## config.mk

```make
export PLATFORM = sky130hd
export DESIGN_NAME = im_loader
export DESIGN_NICKNAME = d
export VERILOG_FILES = /design/src/rtl/im_loader.sv
export SDC_FILE = /design/constraint.sdc
export NUM_CORES = 1
export LEC_CHECK = 0
export ABC_AREA = 1
export BUFFER_PORTS_ARGS = -buffer_cell sky130_fd_sc_hd__buf_4
export CAP_MARGIN = 20
export CORE_UTILIZATION = 55
export CTS_CLUSTER_DIAMETER = 120
export DETAILED_ROUTE_END_ITERATION = 12
export GPL_TIMING_DRIVEN = 1
export HOLD_SLACK_MARGIN = 0.02
export PLACE_DENSITY = 0.81
export SLEW_MARGIN = 20
export SYNTH_ARGS = -nofsm -noshare
export SYNTH_HDL_FRONTEND = slang
export SYNTH_SLANG_ARGS = --single-unit
```

## constraint.sdc

```tcl
create_clock -name clk -period 4.9 [get_ports clk]
set_input_delay 0.49 -clock clk [delete_from_list [all_inputs] [get_ports clk]]
set_output_delay 0.49 -clock clk [all_outputs]
set_load 0.01 [all_outputs]
```

## src/rtl/im_loader.sv

```systemverilog
// Byte-stream loader for the 1024-word instruction memory; holds the CPU in halt until the image is complete.
// Optional trailing XOR checksum byte enabled by defining IM_LOADER_CHECKSUM_EN.
module im_loader #(
  parameter int unsigned DEPTH = 1024,
  parameter int unsigned AW    = 10
) (
  input  logic          clk,
  input  logic          rst,
  input  logic          load_start,
  input  logic [7:0]    rx_data,
  input  logic          rx_valid,
  output logic          rx_ready,
  output logic          im_we,
  output logic [AW-1:0] im_waddr,
  output logic [31:0]   im_wdata,
  output logic          cpu_halt,
  output logic          busy,
  output logic          done,
  output logic          error,
  output logic [AW:0]   words_loaded
);

  localparam int unsigned CW  = 16;
  localparam int unsigned WW  = 32;
  localparam int unsigned BW  = 8;
  localparam int unsigned WLW = AW + 1;

  typedef enum logic [2:0] {
    S_IDLE,
    S_LEN_HI,
    S_LEN_LO,
    S_DATA,
    S_WRITE,
    S_DONE,
    S_ERROR
`ifdef IM_LOADER_CHECKSUM_EN
    , S_CHK
`endif
  } state_e;

  state_e         state_q, state_d;
  logic [CW-1:0]  count_q, count_d;
  logic [WW-1:0]  word_q, word_d;
  logic [1:0]     byte_idx_q, byte_idx_d;
  logic [AW-1:0]  addr_q, addr_d;
  logic           rx_ready_q, rx_ready_d;
  logic           im_we_q, im_we_d;
  logic [AW-1:0]  im_waddr_q, im_waddr_d;
  logic [WW-1:0]  im_wdata_q, im_wdata_d;
  logic           cpu_halt_q, cpu_halt_d;
  logic           busy_q, busy_d;
  logic           done_q, done_d;
  logic           error_q, error_d;
  logic [WLW-1:0] words_loaded_q, words_loaded_d;
`ifdef IM_LOADER_CHECKSUM_EN
  logic [BW-1:0]  chk_q, chk_d;
`endif

  logic           hs;
  logic [CW-1:0]  len_n;
  logic           last_word;
  logic [WW-1:0]  word_n;

  assign hs        = rx_valid && rx_ready_q;
  assign len_n     = {count_q[CW-1:BW], rx_data};
  assign last_word = (CW'(addr_q) + CW'(1)) == count_q;
  assign word_n    = {word_q[WW-BW-1:0], rx_data};

  always_ff @(posedge clk or posedge rst) begin
    if (rst) begin
      state_q        <= S_IDLE;
      count_q        <= '0;
      word_q         <= '0;
      byte_idx_q     <= '0;
      addr_q         <= '0;
      rx_ready_q     <= 1'b0;
      im_we_q        <= 1'b0;
      im_waddr_q     <= '0;
      im_wdata_q     <= '0;
      cpu_halt_q     <= 1'b0;
      busy_q         <= 1'b0;
      done_q         <= 1'b0;
      error_q        <= 1'b0;
      words_loaded_q <= '0;
`ifdef IM_LOADER_CHECKSUM_EN
      chk_q          <= '0;
`endif
    end else begin
      state_q        <= state_d;
      count_q        <= count_d;
      word_q         <= word_d;
      byte_idx_q     <= byte_idx_d;
      addr_q         <= addr_d;
      rx_ready_q     <= rx_ready_d;
      im_we_q        <= im_we_d;
      im_waddr_q     <= im_waddr_d;
      im_wdata_q     <= im_wdata_d;
      cpu_halt_q     <= cpu_halt_d;
      busy_q         <= busy_d;
      done_q         <= done_d;
      error_q        <= error_d;
      words_loaded_q <= words_loaded_d;
`ifdef IM_LOADER_CHECKSUM_EN
      chk_q          <= chk_d;
`endif
    end
  end

  // Next-state and registered-output logic; rx_ready follows the state being entered.
  always_comb begin
    state_d        = state_q;
    count_d        = count_q;
    word_d         = word_q;
    byte_idx_d     = byte_idx_q;
    addr_d         = addr_q;
    rx_ready_d     = 1'b0;
    im_we_d        = 1'b0;
    im_waddr_d     = im_waddr_q;
    im_wdata_d     = im_wdata_q;
    cpu_halt_d     = cpu_halt_q;
    busy_d         = busy_q;
    done_d         = done_q;
    error_d        = error_q;
    words_loaded_d = words_loaded_q;
`ifdef IM_LOADER_CHECKSUM_EN
    chk_d          = chk_q;
`endif

    case (state_q)
      S_IDLE, S_DONE, S_ERROR: begin
        if (load_start) begin
          state_d        = S_LEN_HI;
          done_d         = 1'b0;
          error_d        = 1'b0;
          words_loaded_d = '0;
          busy_d         = 1'b1;
          cpu_halt_d     = 1'b1;
`ifdef IM_LOADER_CHECKSUM_EN
          chk_d          = '0;
`endif
        end
      end
      S_LEN_HI: begin
        if (hs) begin
          count_d = {rx_data, count_q[BW-1:0]};
          state_d = S_LEN_LO;
        end
      end
      S_LEN_LO: begin
        if (hs) begin
          count_d = len_n;
          // Reject empty images and images larger than the memory, so the address can never wrap.
          if ((len_n == '0) || (len_n > CW'(DEPTH))) begin
            state_d = S_ERROR;
            busy_d  = 1'b0;
            error_d = 1'b1;
          end else begin
            state_d    = S_DATA;
            byte_idx_d = '0;
            addr_d     = '0;
          end
        end
      end
      S_DATA: begin
        if (hs) begin
          word_d     = word_n;
          byte_idx_d = byte_idx_q + 2'd1;
`ifdef IM_LOADER_CHECKSUM_EN
          chk_d      = chk_q ^ rx_data;
`endif
          if (byte_idx_q == 2'd3) begin
            state_d    = S_WRITE;
            im_we_d    = 1'b1;
            im_waddr_d = addr_q;
            im_wdata_d = word_n;
          end
        end
      end
      S_WRITE: begin
        words_loaded_d = words_loaded_q + WLW'(1);
        if (last_word) begin
`ifdef IM_LOADER_CHECKSUM_EN
          state_d    = S_CHK;
`else
          state_d    = S_DONE;
          busy_d     = 1'b0;
          cpu_halt_d = 1'b0;
          done_d     = 1'b1;
`endif
        end else begin
          addr_d  = addr_q + AW'(1);
          state_d = S_DATA;
        end
      end
`ifdef IM_LOADER_CHECKSUM_EN
      S_CHK: begin
        if (hs) begin
          busy_d = 1'b0;
          if (rx_data == chk_q) begin
            state_d    = S_DONE;
            cpu_halt_d = 1'b0;
            done_d     = 1'b1;
          end else begin
            state_d = S_ERROR;
            error_d = 1'b1;
          end
        end
      end
`endif
      default: begin
        state_d = S_IDLE;
      end
    endcase

    case (state_d)
      S_LEN_HI, S_LEN_LO, S_DATA: rx_ready_d = 1'b1;
`ifdef IM_LOADER_CHECKSUM_EN
      S_CHK:                      rx_ready_d = 1'b1;
`endif
      default:                    rx_ready_d = 1'b0;
    endcase
  end

  assign rx_ready     = rx_ready_q;
  assign im_we        = im_we_q;
  assign im_waddr     = im_waddr_q;
  assign im_wdata     = im_wdata_q;
  assign cpu_halt     = cpu_halt_q;
  assign busy         = busy_q;
  assign done         = done_q;
  assign error        = error_q;
  assign words_loaded = words_loaded_q;

endmodule

```

# After elaboration in Yosys (flattened, before gate mapping)
# Cells that the tools add are included.
# word_totals
elab_cells	98
out_inout_bits	59
ff_bits	114
input_bits	12
# classes
n_lt_le_gt_ge	1
n_addsub	4
bitwise	2
mux	37
n_reduce_logical	21
n_eq_ne	18
# ops
cell	n
$pmux 16 s2	1
$mux 10	3
$pmux 11 s2	1
$mux 3	7
$pmux 10 s2	1
$eq 11x16->1	1
$gt 16x11->1 const B	1
$logic_not 16->1	1
$mux 16	1
$pmux 3 s5	1
$ne 2x2->1 const B	7
$eq 3x2->1 const B	4
$mux 1	12
$reduce_and 3->1	4
$reduce_and 4->1	3
$add 10x1->11 const B	1
$add 11x1->11 const B	1
$mux 11	1
$add 10x1->10 const B	1
$eq 3x3->1 const B	3
$mux 8	1
$reduce_bool 2->1	4
$eq 3x1->1 const B	2
$mux 2	3
13 further kinds	18

# Logic depth before layout (Yosys ltp)
# depth
word_depth	8
ltp_mapped	15
depth_no_buf	14

# Worst setup path after synthesis
# No wires, ideal clock.
# synth_path
path_kind	register -> register
start	reg addr_q[0]
end	reg addr_q[4]
path_buffers	1
t_required_ps	4782
stages_incl_launch_ff	15
period_less_slack_ps	1803
arrival_ps	1686
setup_ps	118
path_slack_ps	3097
cell_sequence	dfrtp_1 > ha_1 > inv_1 > o21ai_0 > nor2_1 > nand2_1 > nor2_1 > nand3_1 > nor2_1 > nand4_1 > nand2_2 > nand2_4 > buf_6 > nand3_1 > nand2_1
# synth_via
elab_chain_len	4
elab_cells_between_ends	7
cone_classes	add/sub: 2; eq/ne: 2; mux: 2; reduce/logical: 1
# synth_rtl
item	line_no	rtl
start: declaration	45	logic [AW-1:0] addr_q, addr_d;
start signal: assignment	93	addr_q <= addr_d;
$add 10x1->11	66	assign last_word = (CW'(addr_q) + CW'(1)) == count_q;
$eq 11x16->1	66	
$ne 2x2->1 (no source line)	-	
$reduce_and 4->1 (no source line)	-	
# Several ways; a longest one is shown, not always the timed one. The select of a mux whose other input is x is not followed.
# A chain may end at the register's enable or synchronous reset.

# Worst setup path after layout
# layout_path
start	reg state_q[1]
end	reg rx_ready_q, in the netlist rx_ready
# layout_via
elab_chain_len	6
elab_cells_between_ends	19
cone_classes	eq/ne: 9; mux: 7; reduce/logical: 3
# layout_rtl
item	line_no	rtl
start: declaration	41	state_e state_q, state_d;
start signal: assignment	89	state_q <= state_d;
$eq 3x3->1 (tied with other cells)	129	case (state_q)
$reduce_or 3->1 / $mux 3 (equally long branches)	129, 165	
$pmux 3 s5 (*)	129	
$eq 3x1->1 / $eq 3x2->1 (equally long branches)	215	case (state_d)
$reduce_or 3->1 (*)	215	
$mux 1 (*)	215	
net rx_ready_d	46	logic rx_ready_q, rx_ready_d;
end signal: assignment	94	rx_ready_q <= rx_ready_d;
end: declaration	46	
# Mark *: on every way through the listed nets, which the timed path passes. The rest lies on a longest branch.

==> results.py <==
metrics = {
    "run_status": {
        "outcome": "finished with violations",
        "violations": "DRC",
    },
    "sta": {
        "finalHoldViolations": 0,
        "drv_slew": 0,
        "setup_viol": 0,
        "rsz0062_at_grt": "no",
        "period_needed_ns": 2.46,
        "worst_pin_slew_ns": 0.935,
        "fmax_ghz": 0.407,
        "whs_ns": 0.170,
        "fin_worst_skew_ns": 0.00655,
        "slew_headroom": 0.376,
        "min_period_over_period": 0.502,
        "fin_setup_tns_ns": 0,
    },
    "pwr": {
        "p_int_w": 0.00245,
        "max-vdd-ir-drop_v": 0.000320,
        "share_comb_of_total_power": 0.278,
        "p_sw_w": 0.00124,
        "p_seq_frac": 0.391,
        "leakage_nw": 3.18,
        "power.density_nw_per_um2": 589,
        "clkPwrFrac": 0.330,
        "swShare": 0.336,
        "p_total_w": 0.00369,
    },
    "route": {
        "post_drt_wl_per_cell_um": 15.1,
        "drt_pass1_iterations": 10,
        "vias": 4404,
        "dr.first_iter.drc_count": 454,
        "route.met2.wl_um": 5750,
        "drt-total-wl_um": 12000,
        "top_layer_used": "met4",
        "drt.antenna.violating_nets": 0,
        "wl_met1_um": 5130,
        "drc": 6,
        "met3WireLength_um": 804,
        "viasPerCell": 5.55,
    },
    "cells_and_area": {
        "fin_area_um2": 6270,
        "multiInputGateArea_um2": 1840,
        "diodes": 0,
        "nFillCells": 649,
        "final_util": 0.712,
        "drive_gt1_frac": 0.184,
        "regArea_um2": 2850,
        "nNetsFinal": 689,
        "syn_to_final_growth_pct": 24.0,
    },
    "clock_tree": {
        "holdBufCountCts": 0,
        "htreeDepth": 4,
        "clock-root-buffer": "clkbuf_8",
        "ctsResizeCount": 0,
        "clock_latency_ns": 0.52,
        "cts_tree": "done",
        "cts_buffer_depth": 2,
        "numCtsBuffers": 17,
        "cts.sinks": 114,
        "cts_setup_buffers": 0,
        "cts.clk_slew.worst_paths_ns": 0.06,
    },
    "logic_synthesis": {
        "synth_area_leaders": "dfrtp_1 (56%), nand2_1 (12%), o21ai_0 (8.8%)",
        "yosysSeqAreaShare": 0.564,
        "synthCells": 600,
        "synth_edf_count": 0,
        "ys_ff_latch": 114,
        "syn_nets": 615,
        "synth-main-ff-cell": "dfrtp_1",
        "synth_area_leader_cell": "dfrtp_1",
        "synthesis.area_um2": 5060,
        "yosys_warnings": 0,
        "synth.most_common_cell": "nand2_1",
        "syn_area_per_cell_um2": 8.43,
        "synthTopCellsByCount": "nand2_1 (167), dfrtp_1 (114), o21ai_0 (89), inv_1 (78), nand3_1 (41)",
        "ys_async_sr_fraction": 1.00,
        "yosys.area.top_type_share": 0.564,
        "synth_cell_types": 28,
    },
    "global_routing": {
        "overflow": 0,
        "grt_pass1_wl_um": 19800,
        "antenna_found_initial": 0,
        "grt_start_max_net_pins": 78,
        "grt_pass1_vias": 4155,
        "track_usage": 0.268,
    },
    "worst_setup_path": {
        "arrival_ns": 2.88,
        "r2r-start": "state_q[1]$_DFF_PP0_",
        "worstSetupEndpointType": "flop",
        "crit_type": "flop to flop",
        "required_ns": 5.32,
        "startpoint": "state_q[1]$_DFF_PP0_",
        "worstSetupStartpointType": "flop",
        "worst-path-max-fanout": 15,
    },
    "floorplanning": {
        "core_area_um2": 8810,
        "start_util": 0.574,
        "rows": 34,
        "die_x_um": 97.9,
        "pin_count": 71,
        "die_area_um2": 9580,
        "fp.dieH_um": 97.9,
    },
    "min_path": {
        "hold_path.class": "input pin to async pin",
    },
    "placed_design": {
        "place_area_um2": 5660,
        "dp_hpwl_um": 7850,
        "portBuffers": 70,
        "gp_congestion": 0.914,
    },
    "flow_run": {
        "cap_violations": 0,
    },
}
==> critical path, stage by stage (launching register included) <==
cell	delay (ns)
dfrtp_1	0.49
nor2_1	0.12
nand2_1	0.43
inv_1	0.41
nor2_2	0.42
nand2_1	0.10
nor2_1	0.17
nand3_1	0.10
nand2_1	0.08
inv_1	0.04
==> layer usage <==
layer | vias up | track usage
met5 | - | 0
met4 | 0 | 0.122
met3 | 28 | 0.0580
met2 | 174 | 0.415
met1 | 2111 | 0.364
li1 | 2091 | -
==> worst paths after layout <==
path / slack, ns / cells past startpoint / to
worst min register to register: 0.49 / 2 / im_wdata[26]$_DFFE_PP0P_
worst min-delay path: 0.17 / 2 / word_q[0]$_DFFE_PP0P_
worst max-delay path: 2.44 / 9 / rx_ready$_DFF_PP0_
min in group clk: 0.21 / 3 / count_q[4]$_DFFE_PP0P_
worst max register to register: 2.44 / 9 / rx_ready$_DFF_PP0_
max in group asynchronous: 3.68 / 3 / error$_DFFE_PP0P_
==> registers in the layout, indices dropped and copies added, names as in the netlist <==
name          count
byte_idx_q        2
state_q           3
im_waddr         10
addr_q           10
im_wdata         32
words_loaded     11
done              1
rx_ready          1
count_q          16
error             1
cpu_halt          1
im_we             1
busy              1
word_q           24
==> cells in the final DEF, fill, tap and decap left out, types with 3 or more instances in the layout <==
master / netlist / final
inv_1: 78 / 77
nand4_1: 7 / 7
nand2_1: 167 / 166
nor2_2: 7 / 7
dfrtp_1: 114 / 114
clkbuf_16: 0 / 16
o21ai_0: 89 / 89
nand3_2: 4 / 4
nand2_2: 4 / 4
a21oi_1: 10 / 10
buf_4: 0 / 73
o31ai_1: 4 / 4
nor3_1: 5 / 5
nand3_1: 41 / 41
clkbuf_8: 0 / 7
nor2_1: 32 / 32
o21ai_2: 4 / 4
ha_1: 3 / 3
a31oi_1: 3 / 3
==> cell families after synthesis <==
group,count (synthesis),share of synthesized area
compound gates,117,0.124
fa+ha+maj,3,0.00742
buf+inv,96,0.0747
flops,114,0.564
simple gates,270,0.230
==> layout make-up <==
class / instances / area share
flip-flops and latches: 114 / 0.455
multi-input cells: 390 / 0.294
repair buffers: 73 / 0.0874
clock buffers: 24 / 0.0798
inverters: 78 / 0.0471
well taps: 108 / 0.0215
clock inverters: 7 / 0.0156
==> metrics by stage <==
stage               std cells  setup WS, ns
finish                    794          2.44
detailed placement        763          2.52
global route              794          2.24
CTS                       794          2.49
floorplan                 600          1.39
global placement          763          2.62
==> power groups by stage <==
stage / clock network (W) / registers (W) / logic (W)
2_1_floorplan: 0 / 0.00147 / 0.000565
3_3_place_gp: 0 / 0.00144 / 0.000953
3_5_place_dp: 0 / 0.00145 / 0.000993
4_1_cts: 0.00123 / 0.00144 / 0.00102
5_1_grt: 0.00127 / 0.00148 / 0.00115
6_report: 0.00122 / 0.00145 / 0.00103
Power figures use the tool's default switching activity.
